--- config.mk ---
export PLATFORM = sky130hd
export DESIGN_NAME = rf_seq_flat
export DESIGN_NICKNAME = d
export VERILOG_FILES = /design/src/rtl/rf_seq_if.sv /design/src/rtl/rf_seq.sv /design/src/flat_wrapper.sv
export SDC_FILE = /design/constraint.sdc
export NUM_CORES = 1
export LEC_CHECK = 0
export BUFFER_PORTS_ARGS = -buffer_cell sky130_fd_sc_hd__buf_2
export CORE_MARGIN = 4
export CORE_UTILIZATION = 59
export CTS_CLUSTER_SIZE = 10
export DETAILED_ROUTE_END_ITERATION = 10
export PLACE_DENSITY_LB_ADDON = 0.08
export SLEW_MARGIN = 20
export SYNTH_ARGS = -nofsm -noshare
export SYNTH_HDL_FRONTEND = slang
export SYNTH_SLANG_ARGS = --single-unit
--- constraint.sdc ---
create_clock -name clk -period 4.6 [get_ports clk]
set_clock_uncertainty 0.2 [all_clocks]
set_input_delay 0.92 -clock clk [delete_from_list [all_inputs] [get_ports clk]]
set_output_delay 0.92 -clock clk [all_outputs]
set_load 0.02 [all_outputs]
--- src/rtl/rf_seq_if.sv ---
`default_nettype none
// ============================================================================
//  Module      : rf_seq_if
//  Description : Command handshake and register-file port bundle for rf_seq.
//                master = command source / register-file owner,
//                slave  = the sequencer.
//  Revision    : 1.0  initial release
// ============================================================================
interface rf_seq_if;
    logic        cmd_valid;
    logic        cmd_ready;
    logic [2:0]  cmd_op;
    logic [2:0]  cmd_rd;
    logic [2:0]  cmd_rs1;
    logic [2:0]  cmd_rs2;
    logic [15:0] cmd_imm;

    logic [2:0]  rf_rd_addr_a;
    logic [2:0]  rf_rd_addr_b;
    logic [15:0] rf_d_out_a;
    logic [15:0] rf_d_out_b;
    logic        rf_wr;
    logic [2:0]  rf_wr_addr;
    logic [15:0] rf_d_in;

    logic        done;
    logic [15:0] result;
    logic        flag_z;
    logic        flag_c;

    modport master (
        output cmd_valid, cmd_op, cmd_rd, cmd_rs1, cmd_rs2, cmd_imm,
        output rf_d_out_a, rf_d_out_b,
        input  cmd_ready, rf_rd_addr_a, rf_rd_addr_b,
        input  rf_wr, rf_wr_addr, rf_d_in,
        input  done, result, flag_z, flag_c
    );

    modport slave (
        input  cmd_valid, cmd_op, cmd_rd, cmd_rs1, cmd_rs2, cmd_imm,
        input  rf_d_out_a, rf_d_out_b,
        output cmd_ready, rf_rd_addr_a, rf_rd_addr_b,
        output rf_wr, rf_wr_addr, rf_d_in,
        output done, result, flag_z, flag_c
    );
endinterface
`default_nettype wire

--- src/rtl/rf_seq.sv ---
`default_nettype none
// ============================================================================
//  Module      : rf_seq
//  Description : Four-state register-file sequencer. Accepts one ALU command,
//                reads two operands from an external register file, computes
//                a 16-bit result with zero/carry flags and writes it back.
//                One command every four cycles.
//  Revision    : 1.0  initial release
// ============================================================================
module rf_seq (
    input  wire logic clk,
    input  wire logic reset,
    rf_seq_if.slave   bus
);

    typedef enum logic [1:0] {
        ST_IDLE = 2'd0,
        ST_READ = 2'd1,
        ST_EXEC = 2'd2,
        ST_WB   = 2'd3
    } state_t;

    localparam logic [2:0] c_op_add = 3'b000;
    localparam logic [2:0] c_op_sub = 3'b001;
    localparam logic [2:0] c_op_and = 3'b010;
    localparam logic [2:0] c_op_or  = 3'b011;
    localparam logic [2:0] c_op_xor = 3'b100;
    localparam logic [2:0] c_op_not = 3'b101;
    localparam logic [2:0] c_op_mov = 3'b110;
    localparam logic [2:0] c_op_ldi = 3'b111;

    state_t      r_state;
    logic [2:0]  r_op;
    logic [2:0]  r_rd;
    logic [15:0] r_imm;
    logic [15:0] r_op_a;
    logic [15:0] r_op_b;

    logic        r_cmd_ready;
    logic [2:0]  r_rd_addr_a;
    logic [2:0]  r_rd_addr_b;
    logic        r_rf_wr;
    logic [2:0]  r_rf_wr_addr;
    logic [15:0] r_rf_d_in;
    logic        r_done;
    logic [15:0] r_result;
    logic        r_flag_z;
    logic        r_flag_c;

    logic [16:0] w_alu;
    logic        w_carry;
    logic        w_zero;

    // ALU: 17-bit datapath so bit 16 carries the add carry or the sub borrow
    always_comb begin
        w_alu   = 17'd0;
        w_carry = 1'b0;
        case (r_op)
            c_op_add: begin
                w_alu   = {1'b0, r_op_a} + {1'b0, r_op_b};
                w_carry = w_alu[16];
            end
            c_op_sub: begin
                // borrow wraps the 17-bit difference, setting bit 16 iff a < b
                w_alu   = {1'b0, r_op_a} - {1'b0, r_op_b};
                w_carry = w_alu[16];
            end
            c_op_and: w_alu = {1'b0, r_op_a & r_op_b};
            c_op_or:  w_alu = {1'b0, r_op_a | r_op_b};
            c_op_xor: w_alu = {1'b0, r_op_a ^ r_op_b};
            c_op_not: w_alu = {1'b0, ~r_op_a};
            c_op_mov: w_alu = {1'b0, r_op_a};
            c_op_ldi: w_alu = {1'b0, r_imm};
            default:  w_alu = 17'd0;
        endcase
        w_zero = (w_alu[15:0] == 16'h0000);
    end

    // Sequencer FSM with all outputs registered
    always_ff @(posedge clk or posedge reset) begin
        if (reset) begin
            r_state      <= ST_IDLE;
            r_op         <= 3'd0;
            r_rd         <= 3'd0;
            r_imm        <= 16'd0;
            r_op_a       <= 16'd0;
            r_op_b       <= 16'd0;
            r_cmd_ready  <= 1'b1;
            r_rd_addr_a  <= 3'd0;
            r_rd_addr_b  <= 3'd0;
            r_rf_wr      <= 1'b0;
            r_rf_wr_addr <= 3'd0;
            r_rf_d_in    <= 16'd0;
            r_done       <= 1'b0;
            r_result     <= 16'd0;
            r_flag_z     <= 1'b0;
            r_flag_c     <= 1'b0;
        end else begin
            case (r_state)
                ST_IDLE: begin
                    if (bus.cmd_valid && r_cmd_ready) begin
                        r_op        <= bus.cmd_op;
                        r_rd        <= bus.cmd_rd;
                        r_imm       <= bus.cmd_imm;
                        // read addresses are presented through READ and then held
                        r_rd_addr_a <= bus.cmd_rs1;
                        r_rd_addr_b <= bus.cmd_rs2;
                        r_cmd_ready <= 1'b0;
                        r_state     <= ST_READ;
                    end
                end
                ST_READ: begin
                    // operands captured before any write-back, so rd may alias rs1/rs2
                    r_op_a  <= bus.rf_d_out_a;
                    r_op_b  <= bus.rf_d_out_b;
                    r_state <= ST_EXEC;
                end
                ST_EXEC: begin
                    r_result     <= w_alu[15:0];
                    r_flag_z     <= w_zero;
                    r_flag_c     <= w_carry;
                    r_rf_d_in    <= w_alu[15:0];
                    r_rf_wr_addr <= r_rd;
                    r_rf_wr      <= 1'b1;
                    r_done       <= 1'b1;
                    r_state      <= ST_WB;
                end
                ST_WB: begin
                    r_rf_wr     <= 1'b0;
                    r_done      <= 1'b0;
                    r_cmd_ready <= 1'b1;
                    r_state     <= ST_IDLE;
                end
                default: begin
                    r_rf_wr     <= 1'b0;
                    r_done      <= 1'b0;
                    r_cmd_ready <= 1'b1;
                    r_state     <= ST_IDLE;
                end
            endcase
        end
    end

    assign bus.cmd_ready    = r_cmd_ready;
    assign bus.rf_rd_addr_a = r_rd_addr_a;
    assign bus.rf_rd_addr_b = r_rd_addr_b;
    assign bus.rf_wr        = r_rf_wr;
    assign bus.rf_wr_addr   = r_rf_wr_addr;
    assign bus.rf_d_in      = r_rf_d_in;
    assign bus.done         = r_done;
    assign bus.result       = r_result;
    assign bus.flag_z       = r_flag_z;
    assign bus.flag_c       = r_flag_c;

endmodule
`default_nettype wire

--- src/flat_wrapper.sv ---
// flat-port wrapper written by rule: the top's interface ports become plain ports
module rf_seq_flat 
  (clk, reset, bus_cmd_valid, bus_cmd_op, bus_cmd_rd, bus_cmd_rs1, bus_cmd_rs2, bus_cmd_imm, bus_rf_d_out_a, bus_rf_d_out_b, bus_cmd_ready, bus_rf_rd_addr_a, bus_rf_rd_addr_b, bus_rf_wr, bus_rf_wr_addr, bus_rf_d_in, bus_done, bus_result, bus_flag_z, bus_flag_c);
  rf_seq_if bus_i ();
  input  wire logic clk;
  input  wire logic reset;
  input wire logic [$bits(bus_i.cmd_valid)-1:0] bus_cmd_valid;
  input wire logic [$bits(bus_i.cmd_op)-1:0] bus_cmd_op;
  input wire logic [$bits(bus_i.cmd_rd)-1:0] bus_cmd_rd;
  input wire logic [$bits(bus_i.cmd_rs1)-1:0] bus_cmd_rs1;
  input wire logic [$bits(bus_i.cmd_rs2)-1:0] bus_cmd_rs2;
  input wire logic [$bits(bus_i.cmd_imm)-1:0] bus_cmd_imm;
  input wire logic [$bits(bus_i.rf_d_out_a)-1:0] bus_rf_d_out_a;
  input wire logic [$bits(bus_i.rf_d_out_b)-1:0] bus_rf_d_out_b;
  output wire logic [$bits(bus_i.cmd_ready)-1:0] bus_cmd_ready;
  output wire logic [$bits(bus_i.rf_rd_addr_a)-1:0] bus_rf_rd_addr_a;
  output wire logic [$bits(bus_i.rf_rd_addr_b)-1:0] bus_rf_rd_addr_b;
  output wire logic [$bits(bus_i.rf_wr)-1:0] bus_rf_wr;
  output wire logic [$bits(bus_i.rf_wr_addr)-1:0] bus_rf_wr_addr;
  output wire logic [$bits(bus_i.rf_d_in)-1:0] bus_rf_d_in;
  output wire logic [$bits(bus_i.done)-1:0] bus_done;
  output wire logic [$bits(bus_i.result)-1:0] bus_result;
  output wire logic [$bits(bus_i.flag_z)-1:0] bus_flag_z;
  output wire logic [$bits(bus_i.flag_c)-1:0] bus_flag_c;
  assign bus_i.cmd_valid = bus_cmd_valid;
  assign bus_i.cmd_op = bus_cmd_op;
  assign bus_i.cmd_rd = bus_cmd_rd;
  assign bus_i.cmd_rs1 = bus_cmd_rs1;
  assign bus_i.cmd_rs2 = bus_cmd_rs2;
  assign bus_i.cmd_imm = bus_cmd_imm;
  assign bus_i.rf_d_out_a = bus_rf_d_out_a;
  assign bus_i.rf_d_out_b = bus_rf_d_out_b;
  assign bus_cmd_ready = bus_i.cmd_ready;
  assign bus_rf_rd_addr_a = bus_i.rf_rd_addr_a;
  assign bus_rf_rd_addr_b = bus_i.rf_rd_addr_b;
  assign bus_rf_wr = bus_i.rf_wr;
  assign bus_rf_wr_addr = bus_i.rf_wr_addr;
  assign bus_rf_d_in = bus_i.rf_d_in;
  assign bus_done = bus_i.done;
  assign bus_result = bus_i.result;
  assign bus_flag_z = bus_i.flag_z;
  assign bus_flag_c = bus_i.flag_c;
  rf_seq u_core (.clk(clk), .reset(reset), .bus(bus_i));
endmodule
* Word-level counts from Yosys, hierarchy flattened *
Cells that the tools add are included.

word-level totals
  output and inout bits = 46
  bits in registers = 85
  word-level logic and storage cells = 46

operators by class
  bitwise logic cells = 4
  $add $sub $neg = 2
  muxes and demuxes = 7
  equality and inequality tests = 11
  reduce and logical (&&, ||, !) cells = 8

operator list
  cell                                                                   count
  16-bit case mux with 8 select lines                                    1
  16-bit by 16-bit adder with 17-bit output                              1
  16-bit by 16-bit subtractor with 17-bit output                         1
  16-bit AND                                                             1
  16-bit logical NOT                                                     1
  16-bit inverter                                                        1
  16-bit OR                                                              1
  16-bit XOR                                                             1
  3-bit equality test, second input constant                             4
  2-bit case mux with 4 select lines                                     1
  3-bit by 2-bit equality test with 1-bit output, second input constant  2
  1-bit case mux with 2 select lines                                     3
  2-bit equality test, second input constant                             2
  2-bit AND reduction                                                    2
  2-bit nonzero test                                                     2
  3-bit by 1-bit equality test with 1-bit output, second input constant  1
  3-bit logical NOT                                                      1
  2-bit by 1-bit equality test with 1-bit output, second input constant  1
  2-bit logical NOT                                                      1
  2-bit 2-to-1 mux                                                       1
  2-bit by 1-bit != test with 1-bit output, second input constant        1
  1-bit logical AND                                                      1
  1-bit 2-to-1 mux                                                       1

* Depth between registers and ports, before layout *
  word-level depth = 3
  depth in mapped cells = 13
  mapped depth without buffers = 12

* Worst setup path after synthesis *
No wires, ideal clock.

  path type = reg-to-reg
  start = register u_core.r_op_b[0]
  end = register u_core.r_flag_z (netlist: u_core.bus.flag_z)
  buffers on the path = 0
  path slack = 1436 ps
  arrival time = 2869 ps
  stages on the path, launching flop included = 11
  period minus slack after synthesis = 3164 ps
  data required time = 4305 ps
  library setup time = 95 ps
  path through = dfrtp_1 -> ha_1 -> fa_1 -> a21oi_4 -> o311ai_4 -> a2111oi_0 -> nor4b_1 -> or3_1 -> nor4_1 -> nand4b_1 -> o32ai_2

on the way
  word-level cells in the longest chain between the ends = 3

RTL lines
  what                                                                    RTL line       RTL
  start, declared                                                         rf_seq.sv:37   logic [15:0] r_op_b;
  start signal, assigned                                                  rf_seq.sv:115  r_op_b <= bus.rf_d_out_b;
  16-bit by 16-bit subtractor with 17-bit output (tied with other cells)  rf_seq.sv:65   w_alu = {1'b0, r_op_a} - {1'b0, r_op_b};
  16-bit case mux with 8 select lines *                                   rf_seq.sv:58   case (r_op)
  16-bit logical NOT *                                                    rf_seq.sv:76   w_zero = (w_alu[15:0] == 16'h0000);
  end signal, assigned                                                    rf_seq.sv:120  r_flag_z <= w_zero;
  end, declared                                                           rf_seq.sv:47   logic r_flag_z;

Mark *: on every way between the ends. The rest lies on a longest branch, timed or not.
A chain may end at the register's enable or synchronous reset.

* Worst setup path after layout *
  start = register u_core.r_op[2]
  end = register u_core.r_flag_z (netlist: u_core.bus.flag_z)

on the way
  word-level cells in the longest chain between the ends = 3

RTL lines
  what                                         RTL line       RTL
  start, declared                              rf_seq.sv:33   logic [2:0] r_op;
  start signal, assigned                       rf_seq.sv:102  r_op <= bus.cmd_op;
  3-bit equality test (tied with other cells)  rf_seq.sv:58
  16-bit case mux with 8 select lines *        rf_seq.sv:58
  16-bit logical NOT *                         rf_seq.sv:76

Marked as above.

==> flow_metrics.py <==
metrics = {
    "outcome": {
        "outcome": "finished clean",
    },
    "grt": {
        "grt_pass1_vias": 5517,
        "grt_pass1_wl_mm": 28.4,
        "gr-usage-all-layers_pct": 28.0,
        "grt-ovfl-total": 0,
        "grt_max_degree": 65,
        "antenna_found_initial": 0,
    },
    "drt": {
        "wl_mm": 17.6,
        "ant_nets": 0,
        "vias": 5643,
        "viasPerCell": 6.18,
        "wl_per_cell_um": 19.3,
        "drt_iter0_markers": 427,
        "drc": 0,
        "first_pass_iters": 5,
    },
    "logic_synthesis": {
        "synth.area.top_cells": "dfrtp_1, ha_1, mux2_2",
        "yosys_warnings": 0,
        "async_flop_share_pct": 100,
        "synth.distinct_cells": 76,
        "syn_area_um2": 6360,
        "synth_top_area_cell": "dfrtp_1",
        "synth_top_area_share_pct": 33.0,
        "syn_area_per_cell_um2": 9.05,
        "ys_ff_latch": 85,
        "syn_nets": 820,
        "yosysSeqAreaShare_pct": 33.4,
        "yosysMostFrequentCell": "dfrtp_1",
        "synth_ff_type": "dfrtp_1",
        "synth_common_cells": "dfrtp_1, nand2_1, ha_1",
        "synth-edff-count": 0,
        "synth_cells": 703,
    },
    "run": {
        "max-cap-violations": 0,
    },
    "worst_setup_path": {
        "r2r_end": "u_core.bus.flag_z",
        "r2r-start": "u_core.r_op[2]",
        "worstPathMaxFanout": 33,
        "critPathLaunch": "u_core.r_op[2]",
        "r2r_slack_ns": 0.73,
        "r2r_cells": 9,
        "cp.arrival_ns": 3.92,
        "critPathCaptureType": "register",
        "required_ns": 4.65,
        "startpoint_type": "register",
        "setup.worst_path.class": "register to register",
    },
    "cts": {
        "cts_buffers": 9,
        "cts-root-buf": "clkbuf_8",
        "cts_resized": 0,
        "cts.reportedPaths.clkPinSlew_ns": 0.09,
        "clkLatencyLatePin_ns": 0.39,
        "cts_tree": "done",
        "clock_sinks": 85,
        "ctsHoldBuffers": 0,
        "cts_buffer_depth": 2,
        "postCtsSetupBuffers": 0,
        "htreeDepth": 3,
    },
    "die": {
        "chipHeight_um": 112,
        "rows": 37,
        "start_util_pct": 61.1,
        "design.core.area_um2": 10400,
        "design.portCount": 109,
        "die_w_um": 112,
        "die_area_um2": 12500,
    },
    "worst_hold_path": {
        "hold_start": "u_core.r_imm[6]",
        "hold_path_depth": 1,
        "whs_endpoint": "u_core.r_imm[6]",
        "hold_path.class": "register to register",
    },
    "place": {
        "io_buffers": 108,
        "gp_congestion": 0.963,
        "dp_cells": 897,
        "hpwl_mm": 13.1,
    },
    "timing": {
        "rsz0062_at_grt": "false",
        "fmax_mhz": 258,
        "setup_viol": 0,
        "relSlewSlack_pct": 30.9,
        "period_needed_ns": 3.87,
        "period_share_pct": 84.1,
        "worst_slew_pin_slew_ns": 1.03,
        "drv_slew": 0,
        "hold_viol_final": 0,
        "tns_ns": 0,
    },
    "finish": {
        "fin_cells": 913,
        "drive_gt1_share_pct": 25.2,
        "n_fill_cell": 858,
        "area_growth_pct": 10.3,
        "fin_nets": 889,
        "insertedDiodeCount": 0,
    },
}
[metal layers]
| metal | up-vias | global-route usage (%) | routed length [um] |
|---|---|---|---|
| met4 | 0 | 9.57 | 389 |
| met5 | - | 0 | 0 |
| met3 | 42 | 3.48 | 1100 |
| li1 | 2640 | - | - |
| met2 | 242 | 46.4 | 8270 |
| met1 | 2719 | 38.0 | 7850 |
[critical path: stages, from the launching register on]
cell	delay, ns
dfrtp_2	0.64
nor2_1	0.88
nand2_1	0.61
o211a_1	0.40
o21ai_0	0.45
nor4_1	0.13
nand4_1	0.14
nor4_1	0.06
nand4b_1	0.12
o32ai_2	0.09
[cell usage in the layout (no fill, tap or decap), types with 5 or more instances in the layout]
master,instances
o31ai_1,6
mux2i_1,14
a21oi_1,38
nor3_1,9
nand2_1,58
mux2_2,41
o21ai_0,50
nor4_1,5
ha_1,51
clkbuf_8,9
o211ai_1,7
nor2_1,48
nor2b_1,16
dfrtp_1,83
a211oi_1,10
nand2b_1,15
inv_1,48
a31oi_1,13
xnor2_1,5
buf_4,10
a221oi_1,5
nand3_1,19
buf_2,108
[stage by stage]
step	instance area (um2)	utilization (%)	hold slack [ns]	worst slack (ns)
floorplan	6360	-	0.270	1.29
global placement	6820	65.4	0.274	0.835
detailed placement	6820	65.4	0.289	0.874
CTS	7020	67.4	0.303	0.821
global route	7020	67.4	0.317	0.503
finish	7020	67.4	0.304	0.729
[layout make-up]
type	instances	area [um2]	area share (%)
clock buffers	9	124	1.77
clock inverters	7	78.8	1.12
inverters	52	196	2.80
multi-input cells	506	3700	52.8
flip-flops and latches	85	2130	30.3
well taps	136	170	2.42
repair buffers	118	616	8.77
[worst max path at each step]
stage / endpoint / slack, ns
5_1_grt: u_core.bus.flag_z / 0.50
2_1_floorplan: u_core.bus.flag_c / 1.29
4_1_cts: u_core.bus.flag_z / 0.82
6_report: u_core.bus.flag_z / 0.73
3_5_place_dp: u_core.bus.flag_z / 0.87
3_3_place_gp: u_core.bus.flag_z / 0.84
[cell families after synthesis]
group           after synthesis  synth area share, %
compound gates              193                 21.3
simple gates                192                 14.5
buf+inv                     112                 8.40
flops                        85                 33.4
mux                          60                 10.6
fa+ha+maj                    54                 10.9
xor+xnor                      7                0.963
[sequential cells by signal, summed over array words and instances (netlist names)]
name and cells:
u_core.bus.rf_wr_addr 3, u_core.bus.rf_d_in 16, u_core.bus.rf_rd_addr_b 3, u_core.bus.flag_c 1, u_core.bus.rf_rd_addr_a 3, u_core.bus.rf_wr 1
u_core.r_state 2, u_core.r_op_a 16, u_core.r_imm 16, u_core.r_op 3, u_core.bus.flag_z 1, u_core.bus.cmd_ready 1
u_core.r_rd 3, u_core.r_op_b 16
Power is left out: the tool's default activity adds up to more than one toggle a clock period on the data nets, which glitch-free logic cannot reach.
